## src/rtl/gda_pkg.sv

```systemverilog
// Shared constants, FSM state encoding and carry-window error detection
// for the GDA approximate-adder correction stage.
package gda_pkg;

  localparam int GDA_N  = 8;
  localparam int GDA_P  = 6;
  localparam int GDA_CW = 16;

  typedef enum logic [1:0] {
    IDLE   = 2'd0,
    FIX_LO = 2'd1,
    FIX_HI = 2'd2
  } gda_state_e;

  // True when a generate at bit j-p-1 propagates through p bits into bit j,
  // a carry the upstream prediction window cannot see. Operands are
  // zero-extended to 32 bits so n and p may be any elaboration constants.
  function automatic logic gda_err_detect(input logic [31:0] a,
                                          input logic [31:0] b,
                                          input int n,
                                          input int p);
    logic [31:0] g;
    logic [31:0] pv;
    logic [31:0] gs;
    logic [31:0] ps;
    logic        chain;
    logic        err;
    g   = a & b;
    pv  = a ^ b;
    err = 1'b0;
    for (int j = 1; j < 32; j++) begin
      if (j >= p + 1 && j <= n - 1) begin
        gs    = g >> (j - p - 1);
        chain = gs[0];
        for (int k = 0; k < 32; k++) begin
          if (k >= j - p && k <= j - 1) begin
            ps    = pv >> k;
            chain = chain & ps[0];
          end
        end
        err = err | chain;
      end
    end
    return err;
  endfunction

endpackage

```

## src/rtl/gda_half_ripple.sv

```systemverilog
// Combinational W-bit ripple-carry adder; one instance serves both halves
// of the exact recomputation.
module gda_half_ripple #(
  parameter int W = 4
) (
  input  logic [W-1:0] a,
  input  logic [W-1:0] b,
  input  logic         cin,
  output logic [W-1:0] sum,
  output logic         cout
);

  logic carry;

  always_comb begin
    sum   = '0;
    carry = cin;
    for (int i = 0; i < W; i++) begin
      sum[i] = a[i] ^ b[i] ^ carry;
      carry  = (a[i] & b[i]) | ((a[i] ^ b[i]) & carry);
    end
    cout = carry;
  end

endmodule

```

## src/rtl/gda_err_recovery.sv

```systemverilog
// Error-recovery stage after the GDA adder: passes correct approximate sums
// through in one cycle, recomputes missed-carry beats exactly in two halves.
module gda_err_recovery
  import gda_pkg::*;
#(
  parameter int N  = GDA_N,
  parameter int P  = GDA_P,
  parameter int CW = GDA_CW
) (
  input  logic          clk,
  input  logic          rst_n,
  input  logic          in_valid,
  output logic          in_ready,
  input  logic [N-1:0]  in1,
  input  logic [N-1:0]  in2,
  input  logic [N:0]    approx_res,
  output logic          out_valid,
  input  logic          out_ready,
  output logic [N:0]    out_res,
  output logic          out_err,
  output logic [CW-1:0] err_count,
  output logic [CW-1:0] op_count
);

  localparam int H = N / 2;
  localparam logic [CW-1:0] CNT_MAX = '1;

  gda_state_e state, state_nxt;

  logic [N-1:0] a_q, b_q;
  logic [H-1:0] lo_q;
  logic         c_q;
  logic         err, accept, load_fast, load_fix, out_free;
  logic [H-1:0] ha, hb, hsum;
  logic         hcin, hcout;

  // Handshake: a beat transfers on a rising edge where valid and ready are
  // both high; valid never depends on ready, and the producer holds data
  // stable while valid is high and ready is low.
  assign out_free  = !out_valid | out_ready;
  assign in_ready  = rst_n & (state == IDLE) & out_free;
  assign accept    = in_valid & in_ready;
  assign err       = gda_err_detect(32'(in1), 32'(in2), N, P);
  assign load_fast = accept & !err;
  assign load_fix  = (state == FIX_HI) & out_free;

  always_comb begin
    ha   = a_q[H-1:0];
    hb   = b_q[H-1:0];
    hcin = 1'b0;
    if (state == FIX_HI) begin
      ha   = a_q[N-1:H];
      hb   = b_q[N-1:H];
      hcin = c_q;
    end
  end

  gda_half_ripple #(.W(H)) u_ripple (
    .a    (ha),
    .b    (hb),
    .cin  (hcin),
    .sum  (hsum),
    .cout (hcout)
  );

  always_comb begin
    state_nxt = state;
    case (state)
      IDLE:    if (accept && err) state_nxt = FIX_LO;
      FIX_LO:  state_nxt = FIX_HI;
      FIX_HI:  if (load_fix) state_nxt = IDLE;
      default: state_nxt = IDLE;
    endcase
  end

  always_ff @(posedge clk or negedge rst_n) begin
    if (!rst_n) begin
      state <= IDLE;
      a_q   <= '0;
      b_q   <= '0;
      lo_q  <= '0;
      c_q   <= 1'b0;
    end else begin
      state <= state_nxt;
      if (accept && err) begin
        a_q <= in1;
        b_q <= in2;
      end
      if (state == FIX_LO) begin
        lo_q <= hsum;
        c_q  <= hcout;
      end
    end
  end

  // Output register; a new result may replace one consumed in the same cycle.
  always_ff @(posedge clk or negedge rst_n) begin
    if (!rst_n) begin
      out_valid <= 1'b0;
      out_res   <= '0;
      out_err   <= 1'b0;
    end else if (load_fast) begin
      out_valid <= 1'b1;
      out_res   <= approx_res;
      out_err   <= 1'b0;
    end else if (load_fix) begin
      out_valid <= 1'b1;
      out_res   <= {hcout, hsum, lo_q};
      out_err   <= 1'b1;
    end else if (out_ready) begin
      out_valid <= 1'b0;
    end
  end

  always_ff @(posedge clk or negedge rst_n) begin
    if (!rst_n) begin
      op_count  <= '0;
      err_count <= '0;
    end else begin
      if (accept && op_count != CNT_MAX) op_count <= op_count + 1'b1;
      if (load_fix && err_count != CNT_MAX) err_count <= err_count + 1'b1;
    end
  end

endmodule

```

## config.mk

```make
export PLATFORM = sky130hd
export DESIGN_NAME = gda_err_recovery
export DESIGN_NICKNAME = d
export VERILOG_FILES = /design/src/rtl/gda_pkg.sv /design/src/rtl/gda_half_ripple.sv /design/src/rtl/gda_err_recovery.sv
export SDC_FILE = /design/constraint.sdc
export NUM_CORES = 1
export LEC_CHECK = 0
export ABC_AREA = 0
export BUFFER_PORTS_ARGS = -buffer_cell sky130_fd_sc_hd__buf_2
export CORE_MARGIN = 10
export CORE_UTILIZATION = 45
export CTS_CLUSTER_DIAMETER = 50
export DETAILED_ROUTE_END_ITERATION = 8
export MAX_ROUTING_LAYER = met4
export PLACE_DENSITY = 0.67
export SLEW_MARGIN = 40
export SYNTH_ARGS = -nofsm -noshare
export SYNTH_HDL_FRONTEND = slang
export SYNTH_SLANG_ARGS = --single-unit
```

## constraint.sdc

```tcl
create_clock -name clk -period 3.8 [get_ports clk]
set_clock_uncertainty 0.05 [all_clocks]
set_input_delay 0.57 -clock clk [delete_from_list [all_inputs] [get_ports clk]]
set_output_delay 0.57 -clock clk [all_outputs]
set_load 0.01 [all_outputs]
```

# Word-level counts from Yosys, hierarchy flattened
# Index checks and enable logic that the tools add are counted.
# totals
reg_bits	66
out_inout_bits	44
# op_classes
bitwise	34
reduce_logical	9
n_mux	13
addsub	2
n_eq_ne	6
# ops
operator	n
16-bit by 1-bit adder with 16-bit output, second input constant	2
16-bit inequality test, second input constant	2
1-bit bitwise AND	20
9-bit 2-to-1 mux	2
4-bit 2-to-1 mux	2
1-bit XOR	8
7-bit XOR	1
1-bit 2-to-1 mux	6
2-bit one-hot mux with 3 select lines	1
1-bit OR	5
2-bit 2-to-1 mux	2
1-bit logical AND	3
3-bit nonzero test	1
2-bit by 1-bit equality test with 1-bit output, second input constant	1
2-bit equality test, second input constant	1
1-bit zero test	2
2-bit zero test	1
2-bit by 1-bit inequality test with 1-bit output, second input constant	1
2-bit inequality test, second input constant	1
2-bit AND reduction	1
2-bit nonzero test	1

# Logic depth before layout (Yosys ltp)
# depth
depth_word	13
ltp_mapped	9

# Modules after synthesis
# From an unflattened synthesis, not the netlist that was laid out.
# hier_totals
hier_cells	302
area_unflattened_um2	3251.9
# by_module_without_submodules
module	area_per_inst_um2	cells_per_inst	n_inst
gda_err_recovery	3134.3	288	1
gda_half_ripple	117.6	14	1

# Worst setup path before layout
# OpenSTA, ideal clock, no wires.
# synth_path
kind	register -> register
start	register state[0]
end	register lo_q[3]
setup_time_ns	0.125
synth_period_minus_slack_ns	3.223
slack_ns	0.577
path_stages_with_launch	9
n_path_buf	1
arrival_ns	3.048
cell_sequence	dfrtp_1 nand2b_1 buf_1 mux2_2 fa_1 fa_1 fa_1 fa_1 mux2_2
# synth_via
elab_chain_len	10
# synth_lines
element	line_no	text
start: declaration	gda_err_recovery.sv:28	gda_state_e state, state_nxt;
start signal: assignment	gda_err_recovery.sv:84	state <= state_nxt;
2-bit equality test (*)	gda_err_recovery.sv:51	if (state == FIX_HI) begin
4-bit 2-to-1 mux	gda_err_recovery.sv:51	
1-bit XOR	gda_half_ripple.sv:20	carry = (a[i] & b[i]) | ((a[i] ^ b[i]) & carry);
1-bit bitwise AND	gda_half_ripple.sv:20	
1-bit OR	gda_half_ripple.sv:20	
1-bit bitwise AND	gda_half_ripple.sv:20	
1-bit OR	gda_half_ripple.sv:20	
1-bit bitwise AND	gda_half_ripple.sv:20	
1-bit OR	gda_half_ripple.sv:20	
1-bit XOR (*)	gda_half_ripple.sv:19	sum[i] = a[i] ^ b[i] ^ carry;
net hsum[3]	gda_err_recovery.sv:34	logic [H-1:0] ha, hb, hsum;
end signal: assignment	gda_err_recovery.sv:90	lo_q <= hsum;
end: declaration	gda_err_recovery.sv:31	logic [H-1:0] lo_q;
# The timed path passes the listed nets; every way through them passes the cells marked *.
# A chain may end at the register's enable or synchronous reset.

# Final worst setup path
# layout_path
start	register state[0]
end	register out_res[7]
# layout_via
elab_chain_len	12
# layout_lines
element	line_no	text
2-bit equality test (*)	gda_err_recovery.sv:51	
4-bit 2-to-1 mux	gda_err_recovery.sv:51	
1-bit XOR	gda_half_ripple.sv:20	
1-bit bitwise AND	gda_half_ripple.sv:20	
1-bit OR	gda_half_ripple.sv:20	
1-bit bitwise AND	gda_half_ripple.sv:20	
1-bit OR	gda_half_ripple.sv:20	
1-bit bitwise AND	gda_half_ripple.sv:20	
1-bit OR	gda_half_ripple.sv:20	
1-bit XOR (*)	gda_half_ripple.sv:19	
net hsum[3]	gda_err_recovery.sv:34	
9-bit 2-to-1 mux (*)	gda_err_recovery.sv:106	end else if (load_fix) begin
9-bit 2-to-1 mux (*)	gda_err_recovery.sv:102	end else if (load_fast) begin
end signal: assignment	gda_err_recovery.sv:104	out_res <= approx_res;
end signal: assignment	gda_err_recovery.sv:108	out_res <= {hcout, hsum, lo_q};
end: declaration	gda_err_recovery.sv:19	output logic [N:0] out_res,
# The timed path passes the listed nets; every way through them passes the cells marked *. The select of a mux whose other input is x is not followed.

==> qor.yml <==
outcome:
  run_status: "complete, no violations"
setup_path:
  r2r_end: "out_res[7]"
  critPathLaunch: "state[0]"
  start_kind: "flop"
  worst-r2r-setup-slack_ns: 0.74
  reg2regPathDepth: 8
  required_ns: 3.95
  crit_arrival_ns: 3.21
  timing.setup.critical_path_class: "reg2reg"
  critPathMaxFanout: 3
  endpoint_kind: "flop"
  crit_path_end: "out_res[7]"
  reg2reg_from: "state[0]"
global_routing:
  grt-ovfl-total: 0
  grt_max_degree: 39
  grt_util_all_layers: 0.136
  grt_pass1_vias: 2402
  antenna_found_initial: 0
  grt_pass1_wl_um: 12000
cells_and_area:
  final_nets: 379
  layout_commonest_cell: "buf_2"
  num-fill-cells: 619
  final_cell_mix: "buf_2, dfrtp_1, mux2_2, nand2_1, xnor2_1"
  n_antenna_cell: 0
  syn_to_final_growth_pct: 21.8
  drive_gt1_frac: 0.370
clock_network:
  post-cts-setup-buffers: 0
  cts.path.max_buffers: 2
  cts_tree: "done"
  htree_levels: 3
  insertion_delay_ns: 0.33
  ctsHoldBuffers: 0
  numCtsBuffers: 9
  clock_sinks: 66
  cts_resized: 0
  cts_root_buf: "clkbuf_8"
  clkTransAtPathRegs_ns: 0.07
sta:
  tns_ns: 0
  fmax_ghz: 0.326
  relSlewSlack: 0.578
  rsz0062_at_grt: "false"
  slew_viol_final: 0
  period_minus_slack_ns: 3.06
  hold_violations: 0
  finalSetupViolCount: 0
  worst_pin_slew_ns: 0.632
  holdWs_ns: 0.277
  min_period_over_period: 0.806
yosys:
  syn_area_um2: 3160
  synthArstFlopShare: 1.00
  synth_area_per_cell_um2: 12.0
  yosys_register_bits: 66
  yosysTopAreaCell: "dfrtp_1"
  synth_top_flop_cell: "dfrtp_1"
  synthCells: 264
  yosysSeqAreaShare: 0.522
  ys_types: 38
  yosysWarnings: 0
  ys_top_cells_by_area: "dfrtp_1, mux2_2, xnor2_1, mux2_4, nand2_1"
  synth-edff-count: 0
  syn-num-nets: 299
  synth_top_area_frac: 0.522
power_and_ir_drop:
  cellLeakagePower_nw: 1.88
  peakVddDrop_mv: 0.225
  power_density_nw_per_um2: 428
routing:
  ant_nets: 0
  via_per_inst: 5.07
  wl_met3_um: 263
  drt-initial-drc-count: 84
  wl_met2_um: 3410
  dr.pass1.iters: 4
  wl_met1_um: 3290
  wl_um: 7030
  avgRoutedWirePerCell_um: 15.8
  top_layer: "met4"
  drc: 0
  via_count: 2257
placement:
  gp_congestion: 0.792
  dpl.hpwl_um: 5290
  portBuffers: 72
floorplanning:
  initial_core_util: 0.463
  dieArea_um2: 10800
  fp.dieW_um: 104
  fp.coreArea_um2: 6830
  ioPinCount: 73
  die_h_um: 104
  rows: 30
flow_run:
  maxCapViolations: 0
worst_hold_path:
  hold_class: "in2async"
[synth_stat cells (all sizes together) (5+ instances only)]
master,n
nand4,13
and3,5
nor2,13
nor3,8
xor2,8
nand3,11
o21ai,10
nand2,24
nand2b,6
xnor2,22
a22oi,9
inv,5
mux2,31
dfrtp,66
[kinds of logic after synthesis]
family                     synth area share
AOI/OAI and AO/OA                    0.0669
xor gates and xnor gates             0.0831
adders and majority gates            0.0332
buffers and inverters                0.0170
DFF                                   0.522
muxes                                 0.119
and+or+nand+nor                       0.159
[per-layer routing]
metal / vias up / GRT usage
li1: 1096 / -
met5: - / -
met1: 1108 / 0.174
met4: 0 / 0.0577
met3: 5 / 0.0297
met2: 48 / 0.205
[final cells by class]
cell class	count	area (um^2)	area share
flip-flops and latches	66	1650	0.429
well taps	96	120	0.0312
repair buffers	76	403	0.105
clock inverters	2	35.0	0.00910
multi-input cells	186	1460	0.379
inverters	5	18.8	0.00487
clock buffers	14	163	0.0422
[how the worst min path moves through the flow]
| stage | start | end | slack (ns) | cells after the start |
|---|---|---|---|---|
| floorplan | rst_n | a_q[0] | 0.22 | 0 |
| global placement | b_q[0] | b_q[0] | 0.40 | 1 |
| detailed placement | b_q[0] | b_q[0] | 0.40 | 1 |
| CTS | rst_n | err_count[12] | 0.28 | 2 |
| global route | rst_n | lo_q[0] | 0.31 | 2 |
| finish | rst_n | err_count[12] | 0.28 | 2 |
[through the flow]
stage                     setup WS (ns)  total power [mW]  std cells  cell area (um^2)   util
after floorplan                   0.577             0.953        264              3160      -
after global placement            0.802              1.07        428              3630  0.532
after detailed placement          0.756              1.08        429              3650  0.534
after CTS                         0.731              1.67        445              3850  0.563
after global routing              0.629              1.75        445              3850  0.564
final                             0.736              1.65        445              3850  0.564
[power breakdown]
group / internal, mW / leakage, nW / switching (mW)
sequential: 0.761 / 0.862 / 0.0626
combinational: 0.109 / 0.914 / 0.125
clock: 0.339 / 0.101 / 0.251
total: 1.21 / 1.88 / 0.438
[critical path, cell delays in order (launching register included)]
cell and delay, ns:
dfrtp_1 0.36, nand2b_1 0.17, mux2_2 0.37, fa_1 0.45, fa_1 0.39, fa_1 0.39, fa_1 0.47, a22oi_1 0.17
o21ai_0 0.11
[registers in the layout (all words and copies together) (netlist names)]
register   cells
a_q            8
b_q            8
out_valid      1
out_res        9
op_count      16
state          2
out_err        1
err_count     16
c_q            1
lo_q           4
Power figures use the tool's default switching activity.
